File: src/rtl/int_sequencer.sv
// Interrupt/reset sequencer: NMI edge capture, IRQ merge, power-on delay and
// RESET > NMI > IRQ > BRK arbitration with a hold-until-ack request handshake.
module int_sequencer #(
  parameter int          N_IRQ      = 4,
  parameter int          RST_CYCLES = 6,
  parameter logic [15:0] NMI_VEC    = 16'hFFFA,
  parameter logic [15:0] RST_VEC    = 16'hFFFC,
  parameter logic [15:0] IRQ_VEC    = 16'hFFFE,
  localparam int         SRC_W      = (N_IRQ > 1) ? $clog2(N_IRQ) : 1
) (
  input  logic             phi1,
  input  logic             rst,
  input  logic             nmi_n,
  input  logic [N_IRQ-1:0] irq_n,
  input  logic [N_IRQ-1:0] irq_mask,
  input  logic             i_flag,
  input  logic             sync,
  input  logic             rdy,
  input  logic             brk_op,
  input  logic             int_ack,
  output logic             int_req,
  output logic [1:0]       int_type,
  output logic [15:0]      vec_addr,
  output logic [SRC_W-1:0] irq_src,
  output logic             rst_busy
);

  // state      | meaning
  // ST_RST_DLY | power-on/reset delay running, no arbitration
  // ST_IDLE    | waiting for a qualifying sync & rdy boundary
  // ST_REQ     | request presented to the CPU FSM, held until int_ack

  localparam int CNT_W = (RST_CYCLES > 1) ? $clog2(RST_CYCLES) : 1;
  localparam logic [CNT_W-1:0] CNT_LAST = CNT_W'(RST_CYCLES - 1);

  localparam logic [1:0] T_RESET = 2'd0;
  localparam logic [1:0] T_NMI   = 2'd1;
  localparam logic [1:0] T_IRQ   = 2'd2;
  localparam logic [1:0] T_BRK   = 2'd3;

  typedef enum logic [1:0] {ST_RST_DLY, ST_IDLE, ST_REQ} state_t;

  state_t            state_q, state_d;
  logic [CNT_W-1:0]  rst_cnt_q, rst_cnt_d;
  logic              nmi_prev_q, nmi_prev_d;
  logic              nmi_pend_q, nmi_pend_d;
  logic [1:0]        int_type_q, int_type_d;
  logic [SRC_W-1:0]  irq_src_q, irq_src_d;

  logic              nmi_edge;
  logic              req_ack;
  logic              arb_en;
  logic              hijack;
  logic [N_IRQ-1:0]  irq_act;
  logic              irq_any;
  logic [SRC_W-1:0]  src_win;

  always_ff @(posedge phi1 or negedge rst) begin
    if (!rst) begin
      state_q <= ST_RST_DLY;
    end else begin
      state_q <= state_d;
    end
  end

  always_comb begin
    state_d = state_q;
    case (state_q)
      ST_RST_DLY: if (rst_cnt_q == CNT_LAST) state_d = ST_REQ;
      ST_IDLE:    if (arb_en && (nmi_pend_q || irq_any || brk_op)) state_d = ST_REQ;
      ST_REQ:     if (int_ack) state_d = ST_IDLE;
      default:    state_d = ST_RST_DLY;
    endcase
  end

  always_comb begin
    int_req  = (state_q == ST_REQ);
    rst_busy = (state_q == ST_RST_DLY);
    int_type = int_type_q;
    irq_src  = irq_src_q;
    case (int_type_q)
      T_RESET: vec_addr = RST_VEC;
      T_NMI:   vec_addr = NMI_VEC;
      default: vec_addr = IRQ_VEC;
    endcase
  end

  always_comb begin
    irq_act = ~irq_n & ~irq_mask;
    irq_any = (|irq_act) & ~i_flag;
    src_win = '0;
    // Descending scan so the lowest active index is the final assignment.
    for (int i = N_IRQ - 1; i >= 0; i--) begin
      if (irq_act[i]) src_win = SRC_W'(i);
    end
  end

  always_comb begin
    nmi_edge = nmi_prev_q & ~nmi_n;
    req_ack  = (state_q == ST_REQ) && int_ack;
    arb_en   = (state_q == ST_IDLE) && sync && rdy;
    hijack   = (state_q == ST_REQ) && !int_ack && rdy && nmi_pend_q && int_type_q[1];

    nmi_prev_d = nmi_n;
    nmi_pend_d = nmi_pend_q;
    if (nmi_edge) begin
      nmi_pend_d = 1'b1;
    end else if (req_ack && int_type_q == T_NMI) begin
      nmi_pend_d = 1'b0;
    end

    rst_cnt_d = rst_cnt_q;
    if (state_q == ST_RST_DLY && rst_cnt_q != CNT_LAST) rst_cnt_d = rst_cnt_q + 1'b1;

    int_type_d = int_type_q;
    irq_src_d  = irq_src_q;
    if (state_q == ST_RST_DLY) begin
      int_type_d = T_RESET;
    end else if (arb_en) begin
      if (nmi_pend_q) begin
        int_type_d = T_NMI;
      end else if (irq_any) begin
        int_type_d = T_IRQ;
        irq_src_d  = src_win;
      end else if (brk_op) begin
        int_type_d = T_BRK;
      end
    end else if (hijack) begin
      int_type_d = T_NMI;
    end
  end

  always_ff @(posedge phi1 or negedge rst) begin
    if (!rst) begin
      rst_cnt_q  <= '0;
      nmi_prev_q <= 1'b1;
      nmi_pend_q <= 1'b0;
      int_type_q <= T_RESET;
      irq_src_q  <= '0;
    end else begin
      rst_cnt_q  <= rst_cnt_d;
      nmi_prev_q <= nmi_prev_d;
      nmi_pend_q <= nmi_pend_d;
      int_type_q <= int_type_d;
      irq_src_q  <= irq_src_d;
    end
  end

endmodule

File: config.mk
export PLATFORM = sky130hd
export DESIGN_NAME = int_sequencer
export DESIGN_NICKNAME = d
export VERILOG_FILES = /design/src/rtl/int_sequencer.sv
export SDC_FILE = /design/constraint.sdc
export NUM_CORES = 1
export LEC_CHECK = 0
export CAP_MARGIN = 20
export CORE_AREA = 4 4 49 51
export DETAILED_ROUTE_END_ITERATION = 16
export DIE_AREA = 0 0 53 55
export PLACE_DENSITY = 0.84
export SETUP_SLACK_MARGIN = 0.2
export SKIP_CTS_REPAIR_TIMING = 1
export SLEW_MARGIN = 20
export SYNTH_ARGS = -nofsm -noshare
export SYNTH_HDL_FRONTEND = slang
export SYNTH_SLANG_ARGS = --single-unit
File: constraint.sdc
create_clock -name phi1 -period 1.6 [get_ports phi1]
set_input_delay 0.32 -clock phi1 [delete_from_list [all_inputs] [get_ports phi1]]
set_output_delay 0.32 -clock phi1 [all_outputs]
set_load 0.01 [all_outputs]
# Word level (Yosys, flattened, before mapping)
# Cells that the tools add are included.
[op_classes]
add_sub_neg = 1
n_eq_ne = 9
mux = 17
bitwise_logic = 9
n_reduce_logical = 21
[op_table]
columns = ["operator", "count"]
rows = [
  ["$mux 2", 13],
  ["$logic_and 1x1->1", 10],
  ["$not 4->4", 2],
  ["$pmux 2 s3", 1],
  ["$pmux 3 s2", 1],
  ["$ne 5x4->1 const B", 1],
  ["$and 4x4->4", 1],
  ["$eq 2x1->1 const B", 2],
  ["$logic_not 2->1", 2],
  ["$ne 2x2->1 const B", 2],
  ["$not 1->1", 4],
  ["$reduce_and 4->1", 1],
  ["$reduce_or 4->1", 1],
  ["$add 3x1->3 const B", 1],
  ["$eq 3x3->1 const B", 1],
  ["$ne 3x3->1 const B", 1],
  ["$reduce_and 3->1", 1],
  ["$reduce_bool 3->1", 1],
  ["$and 1x1->1", 2],
  ["$eq 2x2->1 const B", 1],
  ["$logic_or 1x1->1", 2],
  ["$mux 1", 2],
  ["$ne 2x1->1 const B", 1],
  ["$reduce_and 2->1", 1],
  ["2 further kinds", 2],
]
[totals]
regBits = 11
in_bits = 16
output_inout_bits = 22
wordCells = 63

# Logic depth before layout (Yosys ltp)
[logic_depth]
word_depth = 9
ltp_mapped = 5
ltp_nobuf = 5

# Worst setup path before layout
# No wires, ideal clock.
[synth_timing]
kind = "input -> register"
start = "input port irq_n[2]"
end = "register int_type_q[1] (netlist: int_type[1])"
setup_time_ps = 128
arrival_ps = 1133
required_ps = 1472
path_slack_ps = 339
cell_stages = 4
n_path_buf = 0
path_cell_list = "o22ai_2 o21bai_1 a21oi_2 mux2_1"
[synth_via]
elab_chain_len = 8
elab_cells_between_ends = 10
cone_classes = "eq/ne: 1; mux: 4; bitwise: 3; reduce/logical: 2"
[synth_rtl]
columns = ["item", "line_no", "rtl"]
rows = [
  ["start, declared", "14", "input logic [N_IRQ-1:0] irq_n,"],
  ["$not 4->4 *", "89", "irq_act = ~irq_n & ~irq_mask;"],
  ["$and 4x4->4 *", "89", ""],
  ["$reduce_or 4->1 *", "90", "irq_any = (|irq_act) & ~i_flag;"],
  ["$and 1x1->1 *", "90", ""],
  ["$mux 2", "122", "end else if (irq_any) begin"],
  ["$mux 2", "120", "if (nmi_pend_q) begin"],
  ["$mux 2", "119", "end else if (arb_en) begin"],
  ["$mux 2", "117", "if (state_q == ST_RST_DLY) begin"],
  ["end signal, assigned", "144", "int_type_q <= int_type_d;"],
  ["end, declared", "47", "logic [1:0] int_type_q, int_type_d;"],
]
# Every way passes the cells marked *; elsewhere a longest branch is shown, timed or not.
# A chain may end at the register's enable or synchronous reset.

# Worst setup path in the final report
[layout_timing]
start = "register int_type_q[1] (netlist: int_type[1])"
end = "output port vec_addr[1]"
[layout_via]
elab_chain_len = 2
elab_cells_between_ends = 3
cone_classes = "eq/ne: 1; mux: 1; reduce/logical: 1"
[layout_rtl]
columns = ["item", "line_no", "rtl"]
rows = [
  ["$eq 2x1->1 or $logic_not 2->1 (tied branches)", "81", "case (int_type_q)"],
  ["$pmux 3 s2 *", "81", ""],
  ["end, declared", "23", "output logic [15:0] vec_addr,"],
]
# Marked as above.

==> flow_metrics.tcl <==
set metrics [dict create \
    outcome "complete, no violations" \
    drive_gt1_frac 0.287 \
    fin_setup_tns_ns 0 \
    switching_share 0.367 \
    synth_area_um2 707 \
    clkLatencyLatePin_ns 0.27 \
    final_nets 127 \
    ys_ff_latch 11 \
    min_period_over_period 0.884 \
    hold_class "in -> async" \
    mostFrequentLayoutCell "conb_1" \
    initial_utilization 0.364 \
    rsz0062_at_grt "yes" \
    seq_power_share 0.360 \
    worstSetupStartpointType "register" \
    synth_top_area_frac 0.354 \
    gp_routability_congestion 0.850 \
    area_growth_pct 50.8 \
    clkTransAtPathRegs_ns 0.07 \
    numPortBuffers 23 \
    drtAntennaViolNets 0 \
    die-area_um2 2920 \
    cts.sinks 11 \
    dp.final_hpwl_um 1170 \
    final.fill_count 182 \
    grt-ovfl-total 0 \
    cts_buffer_depth 2 \
    p_leak_uw 0.000573 \
    setup_viol 0 \
    max_freq_mhz 707 \
    grt_max_degree 12 \
    grt.busiest_layer "met2" \
    holdWs_ns 0.379 \
    die-height_um 55 \
    ios 38 \
    synth-async-reset-ratio 1.00 \
    die_width_um 53 \
    yosys.area.top_type "dfrtp_1" \
    avgRoutedWirePerCell_um 11.5 \
    switching_power_uw 462 \
    cts_tree "built" \
    seqCellArea_um2 278 \
    ir_drop_mv 0.820 \
    final.setup_skew_ns 0.00155 \
    slowest_delay_ns 0.43 \
    cts_buffers 3 \
    crit_slowest_cell "dfrtp_2" \
    drc_errors 0 \
    synth_cell_types 29 \
    yosysSeqAreaShare 0.391 \
    core-area_um2 1940 \
    grt_pass1_wl_um 2300 \
    postRouteWirelength_um 1550 \
    rows 16 \
    critPathKind "reg -> out" \
    synth-edff-count 0 \
    crit_arrival_ns 1.09 \
    met3_usage 0.0563 \
    maxCapViolCount 0 \
    p_int_uw 798 \
    synth_flop_cell "dfrtp_1" \
    final_cell_mix "conb_1, clkdlybuf4s50_1, buf_4" \
    syn_area_per_cell_um2 9.82 \
    use_met2 0.178 \
    synth_warnings 0 \
    vias 600 \
    grtUsageMet1 0.117 \
    first_pass_iters 3 \
    crit_fanout 4 \
    path_cells "or2_2, clkbuf_2" \
    power_density_nw_per_um2 1180 \
    cp_top_family "flip-flops" \
    worstPathRequired_ns 1.28 \
    p_comb_frac 0.490 \
    synth_area_leaders "dfrtp_1, buf_4, dfstp_2, a21oi_1, ha_1" \
    grtUsageTotal 0.110 \
    antenna_cells 0 \
    antenna_found_initial 0 \
    grt_pass1_vias 535 \
    viasPerCell 4.44 \
    cts-root-buf "clkbuf_4" \
    slew_viol_final 0 \
    multi_input_area_um2 392 \
    hold_viol_final 0 \
    critPathCaptureType "primary output" \
    syn-instance-count 72 \
    cp.buffers_inverters 1 \
    first_iter_violations 5 \
    period_minus_slack_ns 1.41 \
    clock_power_share 0.150 \
    htree_levels 1 \
]
-- layout make-up --
type	instances	area share
tap	27	0.0317
multi-input combinational	55	0.367
timing repair buffer	34	0.302
sequential	11	0.261
inverter	4	0.0141
clock buffer	4	0.0246
-- state kept, by name, indices dropped and copies added, names as in the netlist --
name and count:
state_q 2, rst_cnt_q 3, nmi_prev_q 1, irq_src 2, int_type 2, nmi_pend_q 1
-- per-stage QoR --
step | util | worst slack, ns | std cells | power, uW | instance area [um2]
4_1_cts | 0.517 | -0.197 | 133 | 1260 | 1000
2_1_floorplan | - | 0.339 | 84 | 779 | 752
6_report | 0.549 | 0.186 | 135 | 1260 | 1070
5_1_grt | 0.549 | 0.0999 | 135 | 1380 | 1070
3_5_place_dp | 0.504 | -0.155 | 129 | 1070 | 978
3_3_place_gp | 0.504 | -0.117 | 129 | 1050 | 978
-- cells by family after synthesis --
kind of cell,count (synthesis),synth area share
AOI/OAI and AO/OA,18,0.188
xor gates and xnor gates,1,0.0124
adders and majority gates,2,0.0354
buffers and inverters,18,0.170
DFF,11,0.391
muxes,2,0.0301
other,2,0.0106
and+or+nand+nor,18,0.163
-- final timing paths --
path / depth (start not counted) / startpoint / slack, ns / end
min in group phi1: 3 / irq_mask[0] / 0.46 / irq_src[0]
setup / recovery: 2 / int_type[1] / 0.19 / vec_addr[1]
hold / removal: 1 / rst / 0.38 / irq_src[1]
max in group asynchronous: 1 / rst / 0.87 / int_type[1]
setup reg to reg: 4 / state_q[0] / 0.30 / int_type[1]
hold reg to reg: 2 / nmi_prev_q / 0.51 / nmi_pend_q
-- power groups by stage --
stage / clock (uW) / sequential (uW) / combinational, uW
3_3_place_gp: 0 / 443 / 608
2_1_floorplan: 0 / 458 / 321
5_1_grt: 213 / 472 / 695
6_report: 189 / 454 / 618
3_5_place_dp: 0 / 449 / 617
4_1_cts: 197 / 444 / 621
-- routing by layer --
metal	vias to the layer above	wire [um]	part of all wire
li1	293	-	-
met1	273	585	0.38
met2	30	751	0.48
met3	4	183	0.12
met4	0	32	0.021
met5	-	0	0
-- cells in the mapped netlist, drive strengths merged (2+ instances only) --
cell / n
a21oi: 6
buf: 14
conb: 2
dfrtp: 10
ha: 2
inv: 4
nand2: 2
nand4b: 3
nor2: 5
nor2b: 4
o21ai: 4
o22ai: 2
-- worst register-to-register path, delay by kind of cell, from the launching register on --
family	cells	cell delay, ns
buf+inv	1	0.17
flops	1	0.41
mux	1	0.31
compound gates	1	0.18
simple gates	1	0.12
Note: power is estimated with default switching activity, not from simulation.
